===== src/rtl/alu_pkg.sv =====
// Purpose : shared ALUControl encodings and execute-unit FSM states.
// Latency : n/a (declarations only).
// Backpr. : n/a. The control decoder imports the same constants.
package alu_pkg;

  localparam logic [2:0] ALU_ADD  = 3'b000;
  localparam logic [2:0] ALU_SHL  = 3'b001;
  localparam logic [2:0] ALU_SUB  = 3'b010;
  localparam logic [2:0] ALU_RSVD = 3'b011;  // executes as ADD
  localparam logic [2:0] ALU_XOR  = 3'b100;
  localparam logic [2:0] ALU_SHR  = 3'b101;
  localparam logic [2:0] ALU_OR   = 3'b110;
  localparam logic [2:0] ALU_AND  = 3'b111;

  typedef enum logic [1:0] {
    ST_IDLE  = 2'd0,
    ST_SHIFT = 2'd1,
    ST_DONE  = 2'd2
  } state_t;

  function automatic logic is_shift(input logic [2:0] op);
    return (op == ALU_SHL) || (op == ALU_SHR);
  endfunction

endpackage


===== src/rtl/alu_exec_mc_if.sv =====
// Purpose : request/result bundle between issuer and the multi-cycle execute unit.
// Latency : n/a (wires only).
// Backpr. : issuer must see busy=0 for start to be taken.
// Ports   : start/alu_control/src_a/src_b from master; busy/done/result/zero/lt from slave.
interface alu_exec_mc_if #(
  parameter int XLEN = 32
);
  logic            start;
  logic [2:0]      alu_control;
  logic [XLEN-1:0] src_a;
  logic [XLEN-1:0] src_b;
  logic            busy;
  logic            done;
  logic [XLEN-1:0] result;
  logic            zero;
  logic            lt;

  modport master (
    output start, alu_control, src_a, src_b,
    input  busy, done, result, zero, lt
  );

  modport slave (
    input  start, alu_control, src_a, src_b,
    output busy, done, result, zero, lt
  );
endinterface


===== src/rtl/alu_logic_comb.sv =====
// Purpose : single-cycle ADD/SUB/XOR/OR/AND plus signed less-than.
// Latency : purely combinational.
// Backpr. : none.
// Ports   : op (ALUControl), a, b in; res, lt out. Shift codes pass a through.
module alu_logic_comb
  import alu_pkg::*;
#(
  parameter int XLEN = 32
) (
  input  logic [2:0]      op,
  input  logic [XLEN-1:0] a,
  input  logic [XLEN-1:0] b,
  output logic [XLEN-1:0] res,
  output logic            lt
);

  always_comb begin
    res = a + b;
    case (op)
      ALU_ADD,
      ALU_RSVD: res = a + b;
      ALU_SUB:  res = a + ~b + {{(XLEN-1){1'b0}}, 1'b1};
      ALU_XOR:  res = a ^ b;
      ALU_OR:   res = a | b;
      ALU_AND:  res = a & b;
      // Shifts are sequenced by the parent; a shift of zero yields a.
      ALU_SHL,
      ALU_SHR:  res = a;
      default:  res = a + b;
    endcase
  end

  assign lt = $signed(a) < $signed(b);

endmodule


===== src/rtl/alu_exec_mc.sv =====
// Purpose : multi-cycle integer execute unit; logic ops in one cycle, shifts one bit per cycle.
// Latency : done at accept+1 for non-shift/shamt=0, accept+shamt+1 for shifts.
// Backpr. : start ignored while busy (SHIFT); back-to-back accept allowed from DONE.
// Ports   : clk, rst_n (async active-low), bus (alu_exec_mc_if.slave).
module alu_exec_mc
  import alu_pkg::*;
#(
  parameter int XLEN    = 32,
  parameter int SHAMT_W = 5
) (
  input  logic          clk,
  input  logic          rst_n,
  alu_exec_mc_if.slave  bus
);

  state_t               state_q, state_d;
  logic [XLEN-1:0]      work_q;
  logic [XLEN-1:0]      result_q;
  logic [2:0]           op_q;
  logic [SHAMT_W-1:0]   cnt_q;
  logic                 lt_pend_q;
  logic                 zero_q;
  logic                 lt_q;

  logic [XLEN-1:0]      logic_res;
  logic                 lt_c;
  logic [SHAMT_W-1:0]   shamt_in;
  logic                 accept;
  logic                 start_shift;
  logic                 last_shift;
  logic [XLEN-1:0]      shifted;

  alu_logic_comb #(.XLEN(XLEN)) u_logic (
    .op  (bus.alu_control),
    .a   (bus.src_a),
    .b   (bus.src_b),
    .res (logic_res),
    .lt  (lt_c)
  );

  assign shamt_in    = bus.src_b[SHAMT_W-1:0];
  assign accept      = bus.start && (state_q != ST_SHIFT);
  // A zero-length shift finishes like a logic op, with result = src_a.
  assign start_shift = accept && is_shift(bus.alu_control) && (shamt_in != '0);
  assign last_shift  = (state_q == ST_SHIFT) && (cnt_q == SHAMT_W'(1));
  assign shifted     = (op_q == ALU_SHL) ? {work_q[XLEN-2:0], 1'b0}
                                         : {1'b0, work_q[XLEN-1:1]};

  // State register
  always_ff @(posedge clk or negedge rst_n) begin
    if (!rst_n) state_q <= ST_IDLE;
    else        state_q <= state_d;
  end

  // Next-state logic
  always_comb begin
    state_d = state_q;
    case (state_q)
      ST_IDLE,
      ST_DONE: begin
        if (accept) state_d = start_shift ? ST_SHIFT : ST_DONE;
        else        state_d = ST_IDLE;
      end
      ST_SHIFT: begin
        if (last_shift) state_d = ST_DONE;
      end
      default: state_d = ST_IDLE;
    endcase
  end

  // Datapath: operand latches, shift engine, registered outputs.
  always_ff @(posedge clk or negedge rst_n) begin
    if (!rst_n) begin
      work_q    <= '0;
      result_q  <= '0;
      op_q      <= ALU_ADD;
      cnt_q     <= '0;
      lt_pend_q <= 1'b0;
      zero_q    <= 1'b0;
      lt_q      <= 1'b0;
    end else if (accept) begin
      op_q      <= bus.alu_control;
      cnt_q     <= shamt_in;
      work_q    <= bus.src_a;
      lt_pend_q <= lt_c;
      // Shifts keep the previous result visible until their own done.
      if (!start_shift) begin
        result_q <= logic_res;
        zero_q   <= (logic_res == '0);
        lt_q     <= lt_c;
      end
    end else if (state_q == ST_SHIFT) begin
      work_q <= shifted;
      cnt_q  <= cnt_q - SHAMT_W'(1);
      if (last_shift) begin
        result_q <= shifted;
        zero_q   <= (shifted == '0);
        lt_q     <= lt_pend_q;
      end
    end
  end

  assign bus.busy   = (state_q == ST_SHIFT);
  assign bus.done   = (state_q == ST_DONE);
  assign bus.result = result_q;
  assign bus.zero   = zero_q;
  assign bus.lt     = lt_q;

endmodule


===== src/flat_wrapper.sv =====
// flat-port wrapper written by rule: the top's interface ports become plain ports
module alu_exec_mc_flat import alu_pkg::*;
#(
  parameter int XLEN    = 32,
  parameter int SHAMT_W = 5
)
  (clk, rst_n, bus_start, bus_alu_control, bus_src_a, bus_src_b, bus_busy, bus_done, bus_result, bus_zero, bus_lt);
  alu_exec_mc_if #(.XLEN(XLEN)) bus_i ();
  input  logic clk;
  input  logic rst_n;
  input wire logic [$bits(bus_i.start)-1:0] bus_start;
  input wire logic [$bits(bus_i.alu_control)-1:0] bus_alu_control;
  input wire logic [$bits(bus_i.src_a)-1:0] bus_src_a;
  input wire logic [$bits(bus_i.src_b)-1:0] bus_src_b;
  output wire logic [$bits(bus_i.busy)-1:0] bus_busy;
  output wire logic [$bits(bus_i.done)-1:0] bus_done;
  output wire logic [$bits(bus_i.result)-1:0] bus_result;
  output wire logic [$bits(bus_i.zero)-1:0] bus_zero;
  output wire logic [$bits(bus_i.lt)-1:0] bus_lt;
  assign bus_i.start = bus_start;
  assign bus_i.alu_control = bus_alu_control;
  assign bus_i.src_a = bus_src_a;
  assign bus_i.src_b = bus_src_b;
  assign bus_busy = bus_i.busy;
  assign bus_done = bus_i.done;
  assign bus_result = bus_i.result;
  assign bus_zero = bus_i.zero;
  assign bus_lt = bus_i.lt;
  alu_exec_mc #(.XLEN(XLEN), .SHAMT_W(SHAMT_W)) u_core (.clk(clk), .rst_n(rst_n), .bus(bus_i));
endmodule

===== config.mk =====
export PLATFORM = sky130hd
export DESIGN_NAME = alu_exec_mc_flat
export DESIGN_NICKNAME = d
export VERILOG_FILES = /design/src/rtl/alu_pkg.sv /design/src/rtl/alu_exec_mc_if.sv /design/src/rtl/alu_logic_comb.sv /design/src/rtl/alu_exec_mc.sv /design/src/flat_wrapper.sv
export SDC_FILE = /design/constraint.sdc
export NUM_CORES = 1
export LEC_CHECK = 0
export ABC_CLOCK_PERIOD_IN_PS = 2400
export BUFFER_PORTS_ARGS = -buffer_cell sky130_fd_sc_hd__buf_2
export CAP_MARGIN = 15
export CORE_UTILIZATION = 45
export CTS_CLUSTER_SIZE = 24
export DETAILED_ROUTE_END_ITERATION = 7
export GPL_TIMING_DRIVEN = 0
export PLACE_DENSITY = 0.64
export SLEW_MARGIN = 15
export SYNTH_ARGS = -nofsm -noshare
export SYNTH_HDL_FRONTEND = slang
export SYNTH_SLANG_ARGS = --single-unit
export TNS_END_PERCENT = 5

===== constraint.sdc =====
create_clock -name clk -period 2.4 [get_ports clk]
set_input_delay 0.12 -clock clk [delete_from_list [all_inputs] [get_ports clk]]
set_output_delay 0.12 -clock clk [all_outputs]
set_load 0.1 [all_outputs]

==> summary.txt, run 1 <==
Global route
  • Largest net degree at the start of global routing: 56
  • GRT Overall Usage: 37.5%
  • Vias in the first global route: 10800
  • Global route total overflow: 0
  • First-pass GRT wire length: 63.8 mm
  • Antenna violations before repair: 0

Placement
  • IO Port Bufs: 103
  • Routability cong.: 1.03
  • Placed Cells incl. Taps: 1761
  • Dpl hpwl: 33.0 mm

Detailed routing
  • Final WL: 43.7 mm
  • DRC viols: 0
  • Via density: 6.57
  • DRT Pass-1 Iters: 6
  • Avg WL per Cell: 24.2 microns
  • Initial DRC count: 1543
  • Via count: 11900
  • Antenna-violating nets left: 0

Finish
  • Final cell count without fillers: 1810
  • Most frequent cells in the layout: nand2_1 (124), a21oi_1 (119), nor2_1 (103)
  • Filler cells: 2026
  • Most common cell after layout, fill and taps aside: nand2_1
  • ANT cells: 0
  • Layout net count: 1695
  • P&R area growth vs syn: 28.3%
  • Fraction of layout instances using a drive strength above 1: 25.3%

Floorplan
  • Initial Util: 45.9%
  • Die width: 151 microns
  • IO Count: 106
  • FP Rows: 54
  • Die Span Y: 151 microns
  • Core area: 21800 sq um
  • Die Area: 22800 sq um

Yosys
  • Mapped cell area: 9980 sq um
  • Avg Cell Area, Syn: 7.25 sq um
  • Top-area cell type share of the netlist area: 19.3%
  • Synth area leaders: dfrtp_1 (19%), ha_1 (12%), a21oi_1 (7.0%)
  • Netlist cell types: 81
  • Synth area leader: dfrtp_1
  • Seq/Total Area, Yosys: 19.3%
  • Post-Synthesis Cells: 1377
  • Net Count, Synth: 1547
  • Synth Flop Type: dfrtp_1
  • Synthesized flop and latch total: 77
  • EDFF count, synth: 0
  • Async set or reset register ratio after synthesis: 100%
  • Syn. warnings: 0

Power
  • Net Sw Frac: 55.6%
  • Lkg Pwr: 5.43 nW
  • Pwr Total: 0.0104 W
  • PwrDens: 815 nW/um^2
  • Comb power frac: 63.0%
  • Max rail drop VDD: 1.06 mV
  • Reg power frac: 22.5%
  • Clk pwr share: 14.5%
  • P_int: 0.00463 W
  • NetSw: 0.00580 W

Timing
  • Slew Viols, Final: 0
  • Fmax: 328 MHz
  • Layout Skew: 0.00772 ns
  • Slew @ Worst Pin: 0.940 ns
  • Final Hold Vio Count: 0
  • Relative slew slack: 37.3%
  • RSZ-0062 raised after global routing: yes
  • Tmin final: 3.05 ns
  • Setup slack after layout: -0.648 ns
  • Tcrit/Tclk final: 127%
  • Final setup fails: 26

Setup path
  • Critical path class: input port to register
  • CP Capture Point: u_core.bus.zero
  • CP Max Fanout: 10
  • Worst path top cell family by delay: simple AND/OR/NAND/NOR gates
  • Critical path buffers and inverters: 3
  • Reg-to-reg slack, setup: -0.30 ns
  • CP required: 2.68 ns
  • Setup crit start kind: input port
  • Crit. Startpoint: bus_src_a[11]
  • Cells along the critical path: buf_2 > inv_1 > ha_4 > buf_4 > nor2_1 > o21ai_0 > nand4b_1 > o2111a_1 > or2_2 > or3_1 > o221ai_1 > nand3_1 > nor4_2 > nand4_1 > nand2_1
  • Cells on worst reg2reg path: 11
  • CP max stage cell: o2111a_1
  • CP Depth: 15
  • Max incr delay on CP: 0.41 ns
  • Critical R2R Capture: u_core.bus.zero
  • Reg2reg start: u_core.state_q[0]
  • Critical path arrival: 3.33 ns
  • Crit. End Element: register

Clock network
  • TritonCTS clock tree: done
  • Clk sinks: 77
  • H-Tree Level Count: 3
  • Clk_lat worst skew: 0.35 ns
  • CTS max path bufs: 2
  • Clock root cell: clkbuf_16
  • CTS Buf Count: 9
  • Clock-pin slew on the worst setup and hold paths: 0.07 ns

Outcome
  • Failing checks: setup timing
  • Status: finished, violations left

Min path
  • Tightest Hold Check Type: input port to register

Job
  • Max-cap violations: 0
==> Yosys cell counts (19+ instances only) <==
master and instances:
nor2b_1 39, o21ai_0 112, a211oi_1 36, ha_1 98, mux2i_1 39, nor2_1 109
clkbuf_1 82, nand3_1 29, nand2b_1 19, nand2_1 128, dfrtp_1 77, nor3_1 30
inv_1 103, a21oi_1 139
==> power groups by stage <==
stage / combinational (W) / clock (W) / sequential, W
after detailed placement: 0.00586 / 0 / 0.00234
after global placement: 0.00582 / 0 / 0.00234
after CTS: 0.00617 / 0.00152 / 0.00232
final: 0.00657 / 0.00152 / 0.00235
after global routing: 0.00692 / 0.00157 / 0.00242
after floorplan: 0.00251 / 0 / 0.00422
==> registers in the layout (all words and copies together), names as in the netlist <==
register           cells
u_core.bus.result     32
u_core.work_q         32
u_core.cnt_q           5
u_core.op_q            3
u_core.state_q         2
u_core.bus.lt          1
u_core.bus.zero        1
u_core.lt_pend_q       1
==> worst min-delay path, cell delays in order <==
cell	delay, ns
buf_6	0.10
nand3_1	0.08
o211ai_1	0.08
==> per-layer routing <==
layer	up-vias	global-route usage [%]	wire, microns
li1	5323	-	-
met4	0	18.4	2660
met2	781	56.8	18500
met1	5625	51.0	17800
met3	170	6.57	4720
met5	-	0	0
==> cells by family (layout without fill, tap and decap cells) <==
| kind of cell | count (synthesis) | count (layout) | share of synthesized area, % |
|---|---|---|---|
| AO/OA/AOI/OAI | 495 | 495 | 32.6 |
| XOR/XNOR | 4 | 4 | 0.351 |
| adder cells (fa/ha/maj) | 100 | 100 | 12.7 |
| buffers and inverters | 198 | 351 | 7.65 |
| flip-flops | 77 | 77 | 19.3 |
| multiplexers | 51 | 51 | 5.27 |
| AND/OR/NAND/NOR | 452 | 452 | 22.1 |
==> what timing repair did <==
item | in CTS | in global routing
hold buffers | 1 | 0
gates cloned | 0 | 0
endpoints found under the hold margin | 22 | 0
gates resized for setup | 173 | 178
setup buffers | 12 | 24
pin swaps | 27 | 48
endpoints found under the setup margin | 32 | 36
==> per-stage QoR <==
stage                     setup WS [ns]  util (%)  TNS, ns  instance area [sq um]  hold WS [ns]
after global routing             -0.670      58.8    -9.22                  12800        0.0828
after detailed placement          -1.65      50.0   -33.14                  10900        0.0472
final                            -0.648      58.8    -7.15                  12800        0.0677
after floorplan                  -0.569         -    -4.12                   9980        -0.176
after CTS                        -0.675      55.1    -7.47                  12000        0.0900
after global placement            -2.06      49.8   -38.89                  10800         0.441
==> how the worst min path moves through the flow <==
| stage | from | end | slack (ns) | depth (start not counted) |
|---|---|---|---|---|
| 2_1_floorplan | rst_n | u_core.bus.lt | -0.18 | 0 |
| 3_3_place_gp | bus_src_b[3] | u_core.cnt_q[3] | 0.44 | 3 |
| 3_5_place_dp | rst_n | u_core.bus.result[3] | 0.05 | 1 |
| 4_1_cts | bus_src_b[3] | u_core.cnt_q[3] | 0.09 | 3 |
| 5_1_grt | bus_src_b[0] | u_core.cnt_q[0] | 0.08 | 3 |
| 6_report | bus_src_b[0] | u_core.cnt_q[0] | 0.07 | 3 |
==> final cells by class <==
cell class	count	area, sq um	area share, %
buffer	90	482	3.76
clock buffer	11	243	1.90
clock inverter	5	83.8	0.655
inverter	104	417	3.25
multi-input combinational	1102	8360	65.3
sequential	77	1930	15.1
tap	280	350	2.74
timing repair buffer	141	938	7.33
Power figures use the tool's default switching activity.
==> inputs of run 2 (changes only) <==
--- a/config.mk
+++ b/config.mk
@@ -5,8 +5,9 @@
 export SDC_FILE = /design/constraint.sdc
 export NUM_CORES = 1
 export LEC_CHECK = 0
+export ABC_AREA = 0
 export ABC_CLOCK_PERIOD_IN_PS = 2400
-export BUFFER_PORTS_ARGS = -buffer_cell sky130_fd_sc_hd__buf_2
+export BUFFER_PORTS_ARGS = -buffer_cell sky130_fd_sc_hd__clkbuf_2
 export CAP_MARGIN = 15
 export CORE_UTILIZATION = 45
 export CTS_CLUSTER_SIZE = 24
==> summary.txt, run 2 (synthesis gave the netlist of run 1 again) <==
Outcome
  • Status: finished, violations left
  • Failing checks: setup timing

Floorplan
  • Die width: 151 microns (unchanged)
  • Core area: 21800 sq um (unchanged)
  • FP Rows: 54 (unchanged)
  • Die Span Y: 151 microns (unchanged)
  • IO Count: 106 (unchanged)
  • Initial Util: 45.9% (unchanged)
  • Die Area: 22800 sq um (unchanged)

Timing
  • Tcrit/Tclk final: 122% (-5.0 points)
  • RSZ-0062 raised after global routing: yes
  • Slew @ Worst Pin: 0.885 ns (-0.0549 ns)
  • Slew Viols, Final: 0 (unchanged)
  • Setup slack after layout: -0.527 ns (+0.121 ns)
  • Relative slew slack: 41.0% (+3.7 points)
  • Fmax: 342 MHz (+4.1%)
  • Final setup fails: 24 (-7.7%)
  • Worst hold slack: 0.0725 ns (+0.00477 ns)
  • Final Hold Vio Count: 0 (unchanged)
  • Tmin final: 2.93 ns (-0.121 ns)
  • Layout Skew: 0.00967 ns (+0.00194 ns)

Detailed routing
  • Via density: 6.57 (-0.12%)
  • Final WL: 44.3 mm (+1.4%)
  • Antenna-violating nets left: 0 (unchanged)
  • DRT Pass-1 Iters: 6 (unchanged)
  • Initial DRC count: 1363 (-12%)
  • DRC viols: 0 (unchanged)
  • Via count: 11900 (+0.32%)
  • Avg WL per Cell: 24.4 microns (+0.98%)

Power
  • Pwr Total: 0.0104 W (-0.61%)
  • Max rail drop VDD: 1.06 mV (-0.58%)
  • Lkg Pwr: 5.49 nW (+1.2%)
  • PwrDens: 800 nW/um^2 (-1.8%)

Clock network
  • CTS max path bufs: 2 (unchanged)
  • Clock root cell: clkbuf_16
  • CTS Buf Count: 9 (unchanged)
  • Clk_lat worst skew: 0.35 ns (about the same)
  • Clock-pin slew on the worst setup and hold paths: 0.06 ns (about the same)
  • Clk sinks: 77 (unchanged)
  • TritonCTS clock tree: done
  • H-Tree Level Count: 3 (unchanged)

Global route
  • Vias in the first global route: 10700 (-0.92%)
  • Antenna violations before repair: 0 (unchanged)
  • Largest net degree at the start of global routing: 50 (-11%)
  • First-pass GRT wire length: 63.9 mm (+0.21%)
  • Global route total overflow: 0 (unchanged)
  • GRT Overall Usage: 37.8% (+0.30 points)

Min path
  • Tightest Hold Check Type: input port to register
  • WHS Path Cells: 3 (unchanged)

Placement
  • Pre-CTS WS: -1.74 ns (-0.0943 ns)
  • Routability cong.: 1.01 (-1.3%)
  • Dpl hpwl: 33.2 mm (+0.71%)
  • Placed Cells incl. Taps: 1761 (unchanged)
  • IO Port Bufs: 103 (unchanged)

Setup path
  • Critical path arrival: 3.21 ns (-0.12 ns)
  • CP Max Fanout: 4 (-6)
  • Cells on worst reg2reg path: 11 (unchanged)
  • CP required: 2.68 ns (about the same)
  • Crit. End Element: register
  • Critical path class: input port to register
  • Setup crit start kind: input port

Finish
  • Final cell count without fillers: 1818 (+0.44%)
  • Most common cell after layout, fill and taps aside: nand2_1
  • Layout Utilization: 59.6% (+0.71 points)
  • Fraction of layout instances using a drive strength above 1: 26.7% (+1.4 points)
  • Most frequent cells in the layout: nand2_1 (122), a21oi_1 (119), nor2_1 (101)
  • ANT cells: 0 (unchanged)
  • P&R area growth vs syn: 29.9%
  • Layout net count: 1703 (+0.47%)

Job
  • Max-cap violations: 0 (unchanged)
-- run 2: cell count changes in the layout (fill, tap and decap cells not counted), moves of 3 or more --
cell,change
inv_1,-7
o21ai_0,-4
ha_1,-4
clkbuf_2,+77
buf_4,+7
inv_4,+5
buf_8,+3
buf_2,-84
ha_4,+5
clkbuf_4,+5
o21ai_1,+3
-- run 2: power breakdown --
group	internal [W]	switching, W
clock network	0.000831	0.000558
registers	0.00187	0.000489
logic	0.00185	0.00476
-- run 2: stage by stage --
stage | TNS (ns) | area (sq um)
floorplan | -4.12 | 9980
global placement | -39.07 | 10800
detailed placement | -34.10 | 10900
CTS | -7.97 | 11900
global route | -7.64 | 13000
finish | -5.27 | 13000
-- run 2: routing by layer --
layer | GRT usage [%] | part of all wire [%] | up-vias
li1 | - | - | 5325
met3 | 7.17 | 11 | 158
met2 | 56.0 | 43 | 819
met1 | 51.5 | 40 | 5635
met4 | 20.2 | 6.0 | 0
met5 | 0 | 0 | -
-- run 2: what timing repair did --
action,in CTS,in global routing
buffers inserted,11,34
endpoints found under the hold margin,28,0
hold buffers,1,0
pin swaps,24,62
resized for setup,175,246
setup endpoints to repair,32,36
-- run 2: path summary, 6_finish.rpt --
check	startpoint	to	slack [ns]
max	bus_src_b[12]	u_core.bus.zero	-0.53
min	bus_src_b[0]	u_core.cnt_q[0]	0.07
max reg2reg	u_core.state_q[0]	u_core.bus.zero	-0.15
min reg2reg	u_core.op_q[0]	u_core.op_q[0]	0.48
max in group asynchronous	rst_n	u_core.work_q[20]	1.51
min in group asynchronous	rst_n	u_core.cnt_q[0]	0.28
-- run 2: cell type report --
| type | count | area (sq um) |
|---|---|---|
| fillers | 2014 | 8800 |
| multi-input cells | 1102 | 8400 |
| flip-flops and latches | 77 | 1930 |
| repair buffers | 150 | 1050 |
| plain buffers | 89 | 507 |
| inverters | 104 | 430 |
| well taps | 280 | 350 |
| clock buffers | 12 | 246 |
| clock inverters | 4 | 47.5 |
-- run 2: worst max-delay path, cell delays in order --
cell       delay [ns]
buf_6            0.10
inv_4            0.05
ha_4             0.21
a21o_1           0.21
o21bai_4         0.19
a311o_1          0.39
or4_4            0.50
or2_1            0.24
a211o_1          0.27
o32ai_2          0.17
o2111ai_1        0.16
nor4_1           0.31
nand4_1          0.17
nand2_1          0.10
==> inputs of run 3 (changes only) <==
--- a/config.mk
+++ b/config.mk
@@ -6,7 +6,7 @@
 export NUM_CORES = 1
 export LEC_CHECK = 0
 export ABC_AREA = 0
-export ABC_CLOCK_PERIOD_IN_PS = 2400
+export ABC_CLOCK_PERIOD_IN_PS = 3200
 export BUFFER_PORTS_ARGS = -buffer_cell sky130_fd_sc_hd__clkbuf_2
 export CAP_MARGIN = 15
 export CORE_UTILIZATION = 45
@@ -14,8 +14,10 @@
 export DETAILED_ROUTE_END_ITERATION = 7
 export GPL_TIMING_DRIVEN = 0
 export PLACE_DENSITY = 0.64
+export SETUP_SLACK_MARGIN = 0.3
 export SLEW_MARGIN = 15
 export SYNTH_ARGS = -nofsm -noshare
 export SYNTH_HDL_FRONTEND = slang
+export SYNTH_HIERARCHICAL = 1
 export SYNTH_SLANG_ARGS = --single-unit
 export TNS_END_PERCENT = 5
==> constraint.sdc (replaced) <==
create_clock -name clk -period 3.2 [get_ports clk]
set_input_delay 0.16 -clock clk [delete_from_list [all_inputs] [get_ports clk]]
set_output_delay 0.16 -clock clk [all_outputs]
set_load 0.1 [all_outputs]
==> summary.txt, run 3 <==
Detailed routing
  • DRT Pass-1 Iters: 6 (unchanged)
  • Initial DRC count: 1077 (-21%)
  • Via count: 10500 (-12%)
  • Via density: 6.26 (-4.7%)
  • Final WL: 37.6 mm (-15%)
  • DRC viols: 0 (unchanged)
  • Antenna-violating nets left: 0 (unchanged)
  • Avg WL per Cell: 22.5 microns (-7.9%)

Setup path
  • Reg2reg start: u_core/op_q[1]
  • CP required: 3.45 ns (+0.77 ns)
  • Cells on worst reg2reg path: 5 (-6)
  • Reg-to-reg slack, setup: 1.02 ns (+1.17 ns)
  • Critical R2R Capture: u_core/bus.result[18]
  • Setup crit start kind: input port
  • Critical path class: input port to register
  • CP Max Fanout: 10 (+6)
  • Crit. End Element: register
  • Critical path arrival: 4.01 ns (+0.80 ns)

Finish
  • ANT cells: 0 (unchanged)
  • Final instance area: 11700 sq um (-9.7%)
  • Fraction of layout instances using a drive strength above 1: 25.5% (-1.1 points)
  • Most frequent cells in the layout: clkbuf_2 (108), nor2_1 (108), a21oi_1 (104)
  • Final cell count without fillers: 1675 (-7.9%)
  • P&R area growth vs syn: 16.9%
  • Filler cells: 2062 (+2.4%)
  • Layout net count: 1561 (-8.3%)

Global route
  • Largest net degree at the start of global routing: 54 (+8.0%)
  • First-pass GRT wire length: 56.2 mm (-12%)
  • Global route total overflow: 0 (unchanged)
  • GRT Overall Usage: 32.9% (-4.9 points)
  • Antenna violations before repair: 0 (unchanged)
  • Vias in the first global route: 9816 (-8.4%)

Yosys
  • Synth Flop Type: dfrtp_1
  • Net Count, Synth: 1435 (-7.2%)
  • Post-Synthesis Cells: 1265 (-8.1%)
  • Async set or reset register ratio after synthesis: 100% (unchanged)
  • EDFF count, synth: 0 (unchanged)
  • Mapped cell area: 10000 sq um (+0.34%)
  • Netlist cell types: 103 (+27%)
  • Synthesized flop and latch total: 77 (unchanged)
  • Seq/Total Area, Yosys: 19.2% (-0.065 points)
  • Top-area cell type share of the netlist area: 19.2% (-0.065 points)
  • Synth area leaders: dfrtp_1 (19%), ha_1 (12%), mux2_2 (8.0%)
  • Syn. warnings: 6 (+6)
  • Avg Cell Area, Syn: 7.91 sq um (+9.2%)
  • Synth area leader: dfrtp_1
  • Top post-synthesis cells by count: a21oi_1 (113), nor2_1 (113), o21ai_0 (108)

Clock network
  • CTS max path bufs: 2 (unchanged)
  • Clock root cell: clkbuf_16
  • CTS Buf Count: 9 (unchanged)
  • Clk sinks: 77 (unchanged)
  • TritonCTS clock tree: done
  • Clk_lat worst skew: 0.33 ns (-0.02 ns)
  • Clock-pin slew on the worst setup and hold paths: 0.06 ns (about the same)
  • H-Tree Level Count: 3 (unchanged)

Timing
  • Slew @ Worst Pin: 0.961 ns (+0.0756 ns)
  • Final Hold Vio Count: 0 (unchanged)
  • Layout Skew: 0.00531 ns (-0.00436 ns)
  • Tcrit/Tclk final: 117%
  • Tmin final: 3.76 ns
  • Setup slack after layout: -0.558 ns (-0.0306 ns)
  • Final setup fails: 4 (-83%)
  • RSZ-0062 raised after global routing: yes
  • Slew Viols, Final: 0 (unchanged)
  • Fmax: 266 MHz
  • Relative slew slack: 36.0% (-5.0 points)
  • Worst hold slack: 0.153 ns (+0.0801 ns)

Min path
  • Hold Crit Start: bus_alu_control[0]
  • Tightest Hold Check Type: input port to register
  • Hold Path Sink: u_core/op_q[0]
  • WHS Path Cells: 2 (-1)

Floorplan
  • Initial Util: 45.9% (about the same)
  • Die width: 151 microns (+0.17%)
  • IO Count: 106 (unchanged)
  • Die Area: 22800 sq um (+0.33%)
  • Die Span Y: 151 microns (+0.17%)
  • FP Rows: 54 (unchanged)
  • Core area: 21800 sq um (+0.31%)

Power
  • Lkg Pwr: 5.19 nW (-5.5%)
  • PwrDens: 634 nW/um^2 (-21%)
  • Max rail drop VDD: 1.18 mV (+12%)
  • Pwr Total: 0.00742 W (-28%)

Outcome
  • Status: finished, violations left
  • Failing checks: setup timing

Placement
  • Dpl hpwl: 29.0 mm (-13%)
  • Placed Cells incl. Taps: 1651 (-6.2%)
  • Post-Place Cell Area: 10900 sq um (+0.63%)
  • IO Port Bufs: 105 (+1.9%)
  • Routability cong.: 0.965 (-4.9%)

Job
  • Max-cap violations: 0 (unchanged)
## run 3: changes by cell type after synthesis, sizes merged, moves of 10 or more
cell / change
mux2: +61
clkbuf: -37
nand2: -32
buf: +25
xnor2: +20
a21oi: -19
nor2b: -17
nor3: -11
a211oi: -10
a221o: -10
and2: -10
## run 3: cells by family (layout without fill, tap and decap cells)
family          Yosys count  in the layout  share of synthesized area, %
buf+inv                 183            313                          8.62
mux                     116            116                          12.5
xor+xnor                 27             27                          2.36
compound gates          406            406                          27.1
simple gates            356            356                          17.5
fa+ha+maj               100            100                          12.6
flops                    77             77                          19.2
## run 3: worst max path at each step
stage | start | endpoint | slack [ns] | cells past startpoint
after floorplan | bus_src_a[0] | u_core/bus.zero | -0.009 | 18
after global placement | bus_alu_control[1] | u_core/bus.zero | -1.24 | 12
after detailed placement | bus_alu_control[1] | u_core/bus.zero | -1.24 | 12
after CTS | bus_src_a[0] | u_core/bus.zero | -0.38 | 19
after global routing | bus_alu_control[1] | u_core/bus.zero | -0.54 | 11
final | bus_alu_control[1] | u_core/bus.zero | -0.56 | 12
## run 3: per-stage QoR
stage,TNS (ns),utilization [%],setup WS [ns]
global placement,-13.04,50.0,-1.24
finish,-0.824,53.6,-0.558
detailed placement,-12.82,50.2,-1.24
global route,-1.13,53.6,-0.543
CTS,-0.396,53.0,-0.378
floorplan,-0.00884,-,-0.00884
## run 3: power by group
group | leakage, nW | total, W | internal [W] | switching (W)
logic | 4.12 | 0.00460 | 0.00133 | 0.00327
clock network | 0.152 | 0.00109 | 0.000699 | 0.000389
registers | 0.917 | 0.00173 | 0.00139 | 0.000335
## run 3: final cells by class
cell class | count | area [sq um] | share of cell area [%]
tap | 280 | 350 | 2.99
timing repair buffer | 115 | 642 | 5.49
clock buffer | 11 | 243 | 2.07
multi-input combinational | 1005 | 7580 | 64.8
clock inverter | 4 | 72.6 | 0.620
inverter | 100 | 379 | 3.24
sequential | 77 | 1930 | 16.5
buffer | 83 | 504 | 4.31
## run 3: timing repair
item                                   CTS  global route
endpoints found under the hold margin   24             0
hold buffers                             1             0
setup endpoints to repair               33            31
gates resized for setup                 56            45
pin swaps                               20            14
buffers inserted                         8             0
## run 3: per-layer routing
metal / vias to the layer above / track usage, % / wire length (microns)
li1: 4798 / - / -
met3: 100 / 5.54 / 3550
met2: 569 / 51.7 / 16600
met5: - / 0 / 0
met1: 5011 / 44.2 / 15800
met4: 0 / 13.9 / 1590
## run 3: worst max-delay path: stages
cell	delay (ns)
clkbuf_2	0.24
clkbuf_1	0.52
clkbuf_1	0.58
clkbuf_2	0.45
buf_2	0.40
o21ai_0	0.13
a22oi_1	0.19
o21ai_2	0.16
nor4_2	0.35
nand4_1	0.20
or4_1	0.46
a31oi_1	0.18
